### config.mk
export PLATFORM = sky130hd
export DESIGN_NAME = baud_tick_generator_flat
export DESIGN_NICKNAME = d
export VERILOG_FILES = /design/src/rtl/baud_tick_generator_if.sv /design/src/rtl/baud_tick_generator.sv /design/src/flat_wrapper.sv
export SDC_FILE = /design/constraint.sdc
export NUM_CORES = 1
export LEC_CHECK = 0
export ABC_AREA = 1
export CAP_MARGIN = 5
export CORE_MARGIN = 3
export CORE_UTILIZATION = 40
export CTS_CLUSTER_DIAMETER = 200
export CTS_CLUSTER_SIZE = 30
export DETAILED_ROUTE_END_ITERATION = 7
export SYNTH_ARGS = -nofsm -noshare
export SYNTH_HDL_FRONTEND = slang
export SYNTH_SLANG_ARGS = --single-unit
### constraint.sdc
create_clock -name clk -period 5.2 [get_ports clk]
set_input_delay 0.78 -clock clk [delete_from_list [all_inputs] [get_ports clk]]
set_output_delay 0.78 -clock clk [all_outputs]
set_load 0.02 [all_outputs]
### src/rtl/baud_tick_generator_if.sv
// Bus between the UART and the baud tick generator.
// master : UART side, drives enable, divisor load, sync; observes ticks.
// slave  : generator side.
//   enable     count enable
//   div_load   one-cycle strobe loading div_in
//   div_in     new divisor {I, F}
//   sync       one-cycle phase restart
//   div_value  active divisor {I, F}
//   div_err    sticky rejected-load flag
//   rx_tick    oversampling tick
//   rx_mid     mid-bit sample strobe
//   tx_tick    bit-rate tick
//   phase      oversample index within the bit
interface baud_tick_generator_if #(
    parameter int INT_WIDTH  = 16,
    parameter int FRAC_BITS  = 4,
    parameter int OVERSAMPLE = 16
);
    localparam int DIV_W = INT_WIDTH + FRAC_BITS;
    localparam int PH_W  = $clog2(OVERSAMPLE);

    logic             enable;
    logic             div_load;
    logic [DIV_W-1:0] div_in;
    logic             sync;
    logic [DIV_W-1:0] div_value;
    logic             div_err;
    logic             rx_tick;
    logic             rx_mid;
    logic             tx_tick;
    logic [PH_W-1:0]  phase;

    modport master (
        output enable, div_load, div_in, sync,
        input  div_value, div_err, rx_tick, rx_mid, tx_tick, phase
    );

    modport slave (
        input  enable, div_load, div_in, sync,
        output div_value, div_err, rx_tick, rx_mid, tx_tick, phase
    );
endinterface

### src/rtl/baud_tick_generator.sv
// Runtime-programmable fractional baud tick source.
// Divides clk by D = I + F/2^FRAC_BITS to give the oversampling tick
// rx_tick, and decodes tx_tick (once per bit) and rx_mid (bit centre)
// from the oversample phase.
// Ports:
//   clk   single clock
//   rst   synchronous active-high reset
//   bus   baud_tick_generator_if.slave (see interface file)
module baud_tick_generator #(
    parameter int CLK_RATE   = 50000000,
    parameter int BAUD_RATE  = 115200,
    parameter int OVERSAMPLE = 16,
    parameter int INT_WIDTH  = 16,
    parameter int FRAC_BITS  = 4
) (
    input  logic                  clk,
    input  logic                  rst,
    baud_tick_generator_if.slave  bus
);
    localparam int DIV_W = INT_WIDTH + FRAC_BITS;
    localparam int PH_W  = $clog2(OVERSAMPLE);

    // Rounded divisor for the reset baud rate, in 1/2^FRAC_BITS clk units.
    localparam logic [63:0] DEF_WIDE =
        (64'(CLK_RATE) * (64'd1 << FRAC_BITS) + (64'(BAUD_RATE) * 64'(OVERSAMPLE)) / 64'd2)
        / (64'(BAUD_RATE) * 64'(OVERSAMPLE));
    localparam logic [DIV_W-1:0]     DEF   = DEF_WIDE[DIV_W-1:0];
    localparam logic [INT_WIDTH-1:0] DEF_I = DEF[DIV_W-1:FRAC_BITS];

    logic [DIV_W-1:0]     div_value_q;
    logic                 div_err_q;
    logic [INT_WIDTH-1:0] cnt;
    logic [FRAC_BITS-1:0] acc;
    logic [PH_W-1:0]      phase_q;

    logic [INT_WIDTH-1:0] cur_i;
    logic [FRAC_BITS-1:0] cur_f;
    logic [INT_WIDTH-1:0] new_i;
    logic [FRAC_BITS:0]   acc_sum;
    logic                 load_ok;
    logic                 tick;

    assign cur_i   = div_value_q[DIV_W-1:FRAC_BITS];
    assign cur_f   = div_value_q[FRAC_BITS-1:0];
    assign new_i   = bus.div_in[DIV_W-1:FRAC_BITS];
    assign load_ok = bus.div_load && (new_i >= INT_WIDTH'(2));
    // Carry out of the fractional accumulator stretches the next period by one.
    assign acc_sum = {1'b0, acc} + {1'b0, cur_f};
    assign tick    = bus.enable && !rst && (cnt == '0);

    always_ff @(posedge clk) begin
        if (rst) begin
            div_value_q <= DEF;
            div_err_q   <= 1'b0;
            cnt         <= DEF_I - INT_WIDTH'(1);
            acc         <= '0;
            phase_q     <= '0;
        end else if (load_ok) begin
            div_value_q <= bus.div_in;
            div_err_q   <= 1'b0;
            cnt         <= new_i - INT_WIDTH'(1);
            acc         <= '0;
            phase_q     <= '0;
        end else begin
            if (bus.div_load) begin
                div_err_q <= 1'b1;
            end
            if (bus.sync) begin
                cnt     <= cur_i - INT_WIDTH'(1);
                acc     <= '0;
                phase_q <= '0;
            end else if (tick) begin
                cnt     <= acc_sum[FRAC_BITS] ? cur_i : cur_i - INT_WIDTH'(1);
                acc     <= acc_sum[FRAC_BITS-1:0];
                phase_q <= phase_q + PH_W'(1);
            end else if (bus.enable) begin
                cnt <= cnt - INT_WIDTH'(1);
            end
        end
    end

    assign bus.rx_tick   = tick;
    assign bus.tx_tick   = tick && (phase_q == PH_W'(OVERSAMPLE - 1));
    assign bus.rx_mid    = tick && (phase_q == PH_W'(OVERSAMPLE / 2 - 1));
    assign bus.phase     = phase_q;
    assign bus.div_value = div_value_q;
    assign bus.div_err   = div_err_q;
endmodule

### src/flat_wrapper.sv
// flat-port wrapper written by rule: the top's interface ports become plain ports
module baud_tick_generator_flat 
#(
    parameter int CLK_RATE   = 50000000,
    parameter int BAUD_RATE  = 115200,
    parameter int OVERSAMPLE = 16,
    parameter int INT_WIDTH  = 16,
    parameter int FRAC_BITS  = 4
)
  (clk, rst, bus_enable, bus_div_load, bus_div_in, bus_sync, bus_div_value, bus_div_err, bus_rx_tick, bus_rx_mid, bus_tx_tick, bus_phase);
  baud_tick_generator_if #(.INT_WIDTH(INT_WIDTH), .FRAC_BITS(FRAC_BITS), .OVERSAMPLE(OVERSAMPLE)) bus_i ();
  input  logic clk;
  input  logic rst;
  input wire logic [$bits(bus_i.enable)-1:0] bus_enable;
  input wire logic [$bits(bus_i.div_load)-1:0] bus_div_load;
  input wire logic [$bits(bus_i.div_in)-1:0] bus_div_in;
  input wire logic [$bits(bus_i.sync)-1:0] bus_sync;
  output wire logic [$bits(bus_i.div_value)-1:0] bus_div_value;
  output wire logic [$bits(bus_i.div_err)-1:0] bus_div_err;
  output wire logic [$bits(bus_i.rx_tick)-1:0] bus_rx_tick;
  output wire logic [$bits(bus_i.rx_mid)-1:0] bus_rx_mid;
  output wire logic [$bits(bus_i.tx_tick)-1:0] bus_tx_tick;
  output wire logic [$bits(bus_i.phase)-1:0] bus_phase;
  assign bus_i.enable = bus_enable;
  assign bus_i.div_load = bus_div_load;
  assign bus_i.div_in = bus_div_in;
  assign bus_i.sync = bus_sync;
  assign bus_div_value = bus_i.div_value;
  assign bus_div_err = bus_i.div_err;
  assign bus_rx_tick = bus_i.rx_tick;
  assign bus_rx_mid = bus_i.rx_mid;
  assign bus_tx_tick = bus_i.tx_tick;
  assign bus_phase = bus_i.phase;
  baud_tick_generator #(.CLK_RATE(CLK_RATE), .BAUD_RATE(BAUD_RATE), .OVERSAMPLE(OVERSAMPLE), .INT_WIDTH(INT_WIDTH), .FRAC_BITS(FRAC_BITS)) u_core (.clk(clk), .rst(rst), .bus(bus_i));
endmodule
### Yosys cells after proc, flatten, opt, wreduce, memory -nomap -nowiden

Cells that the tools add are included.
W data, S select, Z words.

| cells by class | value |
|---|---|
| shift operators | 0 |
| bitwise operators | 0 |
| multiplexer cells | 5 |
| add/sub/neg operators | 5 |
| reductions and logical operators | 10 |
| equality and inequality tests | 2 |
| order comparisons | 1 |
| div/mod/pow operators | 0 |
| $mul | 0 |

Operator list:

| cell | count |
|---|---|
| $mux W16 | 5 |
| $sub A16 B1 Y16 const B | 3 |
| $ge A16 B2 Y1 const B | 1 |
| $logic_not A16 Y1 | 1 |
| $add A4 B4 Y5 | 1 |
| $logic_and A1 B1 Y1 | 5 |
| $add A4 B1 Y4 const B | 1 |
| $eq A4 B3 Y1 const B | 1 |
| $eq A4 B4 Y1 const B | 1 |
| $reduce_bool A4 Y1 | 1 |
| $reduce_or A3 Y1 | 1 |
| $reduce_or A2 Y1 | 1 |
| $logic_not A1 Y1 | 1 |

| word-level totals | value |
|---|---|
| register bits after elaboration | 45 |
| output and inout port bits | 28 |
| RAM bits | 0 |
| bits in latches | 0 |
| logic and storage cells | 28 |
| ROM bits | 0 |
| memories kept | 0 |

### Longest topological paths before layout

Gate-level depths: netlist of run 1.

| logic depth | value |
|---|---|
| depth in word-level cells | 6 |
| mapped depth | 15 |
| depth with buffers taken out | 15 |

### Worst setup path after synthesis of run 1

Ideal clock, no wire load.

| path | value |
|---|---|
| path type | input-to-output |
| start point | in bus_enable |
| end point | out bus_rx_mid |
| arrival time | 1971 ps |
| required time | 4420 ps |
| path slack | 2449 ps |
| buffers on the path | 2 |
| cell stages on the path | 8 |
| path through | buf_2 -> nand3_1 -> nor2_2 -> nand2_2 -> buf_2 -> nor3_1 -> inv_1 -> nor2_1 |

| on the way | value |
|---|---|
| longest elaborated chain between the ends | 3 |

RTL lines:

| item | RTL line | RTL |
|---|---|---|
| from (decl) | flat_wrapper.sv:14 | `input wire logic [$bits(bus_i.enable)-1:0] bus_enable;` |
| $logic_and A1 B1 Y1 (2 in a row) | baud_tick_generator.sv:49 | `assign tick = bus.enable && !rst && (cnt == '0);` |
| $logic_and A1 B1 Y1 | baud_tick_generator.sv:84 | `assign bus.rx_mid = tick && (phase_q == PH_W'(OVERSAMPLE / 2 - 1));` |
| to (decl) | flat_wrapper.sv:21 | `output wire logic [$bits(bus_i.rx_mid)-1:0] bus_rx_mid;` |

No other way between the ends.

### Worst setup path in the final report of run 1

| path | value |
|---|---|
| start point | in bus_enable |
| end point | out bus_tx_tick |

| on the way | value |
|---|---|
| longest elaborated chain between the ends | 3 |

RTL lines:

| item | RTL line | RTL |
|---|---|---|
| $logic_and A1 B1 Y1 (2 in a row) | baud_tick_generator.sv:49 |  |
| $logic_and A1 B1 Y1 | baud_tick_generator.sv:83 | `assign bus.tx_tick = tick && (phase_q == PH_W'(OVERSAMPLE - 1));` |
| to (decl) | flat_wrapper.sv:22 | `output wire logic [$bits(bus_i.tx_tick)-1:0] bus_tx_tick;` |

No other way between the ends.

==> results of run 1 <==
==> layout by cell type, fill, tap and decap left out, types with 2 or more instances in the layout <==
cell             Yosys  final
nor2_2               9      9
nand2_1            116    116
o21ai_0             38     38
a21oi_1             37     37
nand2_4              2      2
o21ai_1              4      4
xor2_1              14     14
dfxtp_1             45     45
nand3_1             64     64
xnor2_1              6      6
nor2_1              70     70
nand2_2              3      3
clkbuf_8             0      5
clkinv_1             2      2
inv_2                6      6
clkdlybuf4s50_1      0     52
o21bai_1             2      2
nor3_1               3      3
or2_2                2      2
nor2_4               2      2
inv_1               65     65
o211ai_1             9      9
nand4_1             11     11
ha_1                10     10
==> stage by stage <==
stage / cell area [um^2] / total power, mW / cells
finish: 4080 / 0.865 / 695
global route: 4080 / 0.917 / 695
CTS: 4080 / 0.874 / 695
global placement: 3970 / 0.612 / 688
floorplan: 3390 / 0.528 / 546
detailed placement: 3970 / 0.614 / 688
==> area by class of cell <==
class	instances	area share
flip-flops and latches	45	0.221
well taps	102	0.0313
multi-input cells	414	0.524
inverters	74	0.0688
clock inverters	2	0.00860
repair buffers	53	0.130
clock buffers	5	0.0169
==> state kept, by name, indices dropped and copies added, names as in the netlist <==
name / cells
u_core.acc: 4
u_core.bus.div_err: 1
u_core.bus.div_value: 20
u_core.bus.phase: 4
u_core.cnt: 16
==> layer usage <==
layer	GRT usage	up-vias	wire length, um
met5	0	-	0
met4	0.0458	0	148
met3	0.0364	11	625
met2	0.335	112	4470
met1	0.337	1592	5300
li1	-	1881	-
==> final timing paths <==
check                                  startpoint                    endpoint  slack, ps
max                                    bus_enable                 bus_tx_tick       1400
min                    u_core.acc[0]$_SDFFE_PP0N_  u_core.acc[0]$_SDFFE_PP0N_        480
max reg2reg  u_core.bus.div_value[0]$_SDFFE_PP0N_  u_core.cnt[2]$_SDFFE_PP0P_       2660
min reg2reg            u_core.acc[0]$_SDFFE_PP0N_  u_core.acc[0]$_SDFFE_PP0N_        480
==> kinds of logic (layout without fill, tap and decap cells) <==
logic type	after synthesis	after routing	synth area share
flops	45	45	0.265
simple gates	285	285	0.375
buf+inv	87	134	0.105
xor+xnor	20	20	0.0516
compound gates	98	98	0.160
fa+ha+maj	11	11	0.0428
==> worst max-delay path, delay by kind of cell <==
| kind | cells | cell delay [ps] |
|---|---|---|
| buf+inv | 3 | 1380 |
| simple gates | 5 | 850 |
==> power by group <==
group / internal [mW] / total (mW) / switching (mW)
combinational: 0.0844 / 0.218 / 0.133
sequential: 0.365 / 0.390 / 0.0251
clock: 0.140 / 0.257 / 0.117
total: 0.590 / 0.865 / 0.276
==> flow_summary.ini, run 1 <==
[run_status]
status = finished clean

[worst_setup_path]
path_class = in -> out
cp.arrival_ps = 3020
r2r_cells = 12
critPathCaptureType = primary output
critical_path_required_ps = 4420
cpMaxStageDelayCell = clkdlybuf4s50_1
worstPathCellList = clkdlybuf4s50_1, nand3_1, nor2_2, nand2_2, nor3_1, inv_1, nor2_1, clkdlybuf4s50_1
crit_top_cell = clkdlybuf4s50_1
max_stage_delay_ps = 690
cp-start-kind = input pin
crit_fanout = 13

[placement]
place_ws_ps = 1390
globalplace.congestion = 0.939
portBuffers = 52
dp_hpwl_um = 8190

[grt]
grt_overflow_total = 0
grt_pass1_vias = 3334
antenna_found_initial = 0
grt_use_total = 0.224
grt_pass1_wl_um = 17400
grt_max_degree = 44

[cts]
cts_setup_buffers = 0
htreeDepth = 2
ctsResizeCount = 0
clockRootBuffer = clkbuf_8
clk_pin_slew_ps = 80
cts_made_buffers = 5
cts_tree = yes
holdBufCountCts = 0
worstSkewPairLatency_ps = 300
clkSinkCount = 45
clk_path_buf_depth = 2

[timing]
fin_ws_ps = 1400
slew-limit-headroom = 0.562
fin_skew_ps = 4.69
fmax_ghz = 0.263
hold_viol_final = 0
fin_crit_ps = 3800
max_slew.worst_pin.slew_ps = 653
holdWs_ps = 477
rsz0062_at_grt = no
report.final.slew_viol_count = 0
setup_viol = 0
tns_ps = 0
finalCritPeriodShare = 0.731

[pwr]
leakage_nw = 1.78
power.density_nw_per_um2 = 212
peakVddDrop_uv = 129

[min_path]
hold_path_depth = 2
holdCritPathClass = reg -> reg

[synth]
async_flop_share = 0
ys_types = 39
syn_nets = 582
avgSynthCellArea_um2 = 6.21
synthTopCellsByCount = nand2_1, nor2_1, inv_1, nand3_1, dfxtp_1
synth_top_area_cell = dfxtp_1
syn_inst = 546
yosysWarnings = 0
ys_seq_elements = 45
synth.top_cell.area_share = 0.265
yosysMostFrequentCell = nand2_1
synth_ff_type = dfxtp_1
synth_area_um2 = 3390
synth-edff-count = 0
synth_top_cells_by_area = dfxtp_1, nand2_1, nand3_1, nor2_1, inv_1
yosysSeqAreaShare = 0.265

[floorplan]
fp.dieW_um = 98.1
core.rowCount = 32
fp.coreArea_um2 = 7970
initial_utilization = 0.426
ios = 53
dieArea_um2 = 9620
die_y_um = 98.1

[job]
drv_cap = 0

[cells_and_area]
finalNetCount = 629
n_fill_cell = 867
drive_above_1_share = 0.0624
multiInputGateArea_um2 = 2130
regArea_um2 = 901
area_growth_syn_to_layout_pct = 20.1
antenna_cells = 0
post-route-util = 0.511

[detailed_routing]
drtPass1Iterations = 6
num_vias = 3596
via_per_inst = 5.17
drt_iter0_drc = 223
drtAntennaViolNets = 0
drt_wl_total_um = 10500
drc = 0
wl_per_cell_um = 15.2
(Power assumes the default switching activity.)
==> inputs of run 2 (changes only) <==
Clock period 5.2 ns to 3.37 ns, I/O delays scaled along.
==> flow_summary.ini, run 2 (synthesized netlist as in run 1, its figures left out) <==
[grt]
grt_pass1_vias = 3333
grt_pass1_wl_um = 17000
grt_use_total = 0.218
grt_overflow_total = 0
antenna_found_initial = 0
grt_max_degree = 33

[placement]
dp_hpwl_um = 8160
portBuffers = 52
place_area_um2 = 4020
globalplace.congestion = 0.921

[timing]
tns_ps = 0
fin_skew_ps = 10.9
fin_crit_ps = 2870
fmax_ghz = 0.349
slew-limit-headroom = 0.712
rsz0062_at_grt = no
max_slew.worst_pin.slew_ps = 431
finalCritPeriodShare = 0.850
report.final.slew_viol_count = 0
hold_viol_final = 0
setup_viol = 0

[detailed_routing]
drtPass1Iterations = 7
drc = 0
wl_per_cell_um = 14.9
drt_iter0_drc = 263
num_vias = 3651
drt_wl_total_um = 10400
via_per_inst = 5.20
drtAntennaViolNets = 0

[cells_and_area]
area_growth_syn_to_layout_pct = 21.9
final_common_cell = nand2_1
drive_above_1_share = 0.0733
antenna_cells = 0
most-common-layout-cells = nand2_1, nor2_1, inv_1
regArea_um2 = 901
n_fill_cell = 827
postLayoutCellArea_um2 = 4140
multiInputGateArea_um2 = 2130
largest_register_ffs = 20
finalNetCount = 635

[run_status]
status = finished clean

[worst_setup_path]
cp.arrival_ps = 2360
path_class = reg -> out
path_buf_inv = 3
crit_fanout = 8
critical_path_required_ps = 2860
reg2reg_to = u_core.cnt[7]$_SDFFE_PP0P_
cp_num_cells = 9
cp-start-kind = flop
reg2reg_from = u_core.bus.div_value[0]$_SDFFE_PP0N_
r2r_cells = 14
crit_top_cell = inv_1
r2r_setup_slack_ps = 850
cpMaxStageDelayCell = clkdlybuf4s50_1
critical-path-top-delay-family = buffers and inverters
startpoint = u_core.cnt[0]$_SDFFE_PP0P_
worstPathCellList = inv_1, ha_1, nand3_1, nor2_2, nand2_2, nor3_1, inv_1, nor2_1, clkdlybuf4s50_1
max_stage_delay_ps = 600
critPathCaptureType = primary output
cp-endpoint = bus_rx_mid

[cts]
cts_tree = yes
worstSkewPairLatency_ps = 310
clk_path_buf_depth = 2
htreeDepth = 2
cts_made_buffers = 5
ctsResizeCount = 0
cts_setup_buffers = 0
holdBufCountCts = 0
clockRootBuffer = clkbuf_8
clkSinkCount = 45
clk_pin_slew_ps = 90

[floorplan]
fp.coreArea_um2 = 7970
core.rowCount = 32
fp.dieW_um = 98.1
dieArea_um2 = 9620
initial_utilization = 0.426
die_y_um = 98.1
ios = 53

[pwr]
leakage_nw = 1.81
peakVddDrop_uv = 137
power.density_nw_per_um2 = 334

[min_path]
holdCritPathClass = reg -> reg
hold_start = u_core.acc[0]$_SDFFE_PP0N_

[job]
drv_cap = 0
run 2: final cells by class:
cell class | instances | area share
multi-input cells | 414 | 0.516
clock buffers | 6 | 0.0200
repair buffers | 59 | 0.139
inverters | 74 | 0.0678
well taps | 102 | 0.0309
flip-flops and latches | 45 | 0.218
clock inverters | 2 | 0.00907
run 2: report_power, final:
part	leakage (nW)	total [mW]	internal [mW]	switching (mW)
clock network	0.0574	0.439	0.241	0.197
logic	1.38	0.338	0.134	0.204
registers	0.372	0.603	0.564	0.0388
total	1.81	1.38	0.939	0.440
run 2: per-stage QoR:
step                      setup slack, ps  power (mW)  std cells  utilization  hold slack [ps]
after global placement                516       0.948        694        0.504              456
final                                 505        1.38        702        0.519              481
after floorplan                      1170       0.815        546            -              443
after CTS                             491        1.38        702        0.519              485
after detailed placement              501       0.948        694        0.504              470
after global routing                  262        1.45        702        0.519              492
run 2: worst register-to-register path: stages (launching register included):
cell and delay, ps:
dfxtp_1 430, ha_1 210, inv_1 60, fa_1 350, inv_1 100, nand3_1 70
nand2_1 280, inv_1 220, nor2_4 290, nand2_1 80, nand2_1 70, nand3_1 60
nand2_1 70, nand2_1 40, o21ai_1 110
run 2: worst min path at each step:
stage	end	depth (start not counted)
after floorplan	u_core.acc[0]$_SDFFE_PP0N_	2
after global placement	u_core.acc[0]$_SDFFE_PP0N_	2
after detailed placement	u_core.acc[0]$_SDFFE_PP0N_	2
after CTS	u_core.acc[0]$_SDFFE_PP0N_	2
after global routing	u_core.acc[2]$_SDFFE_PP0N_	2
final	u_core.acc[0]$_SDFFE_PP0N_	2
run 2: per-layer routing:
| metal | track usage | part of all wire |
|---|---|---|
| met1 | 0.319 | 0.50 |
| met2 | 0.339 | 0.43 |
| met3 | 0.0321 | 0.059 |
| met4 | 0.0458 | 0.012 |
| met5 | 0 | 0 |
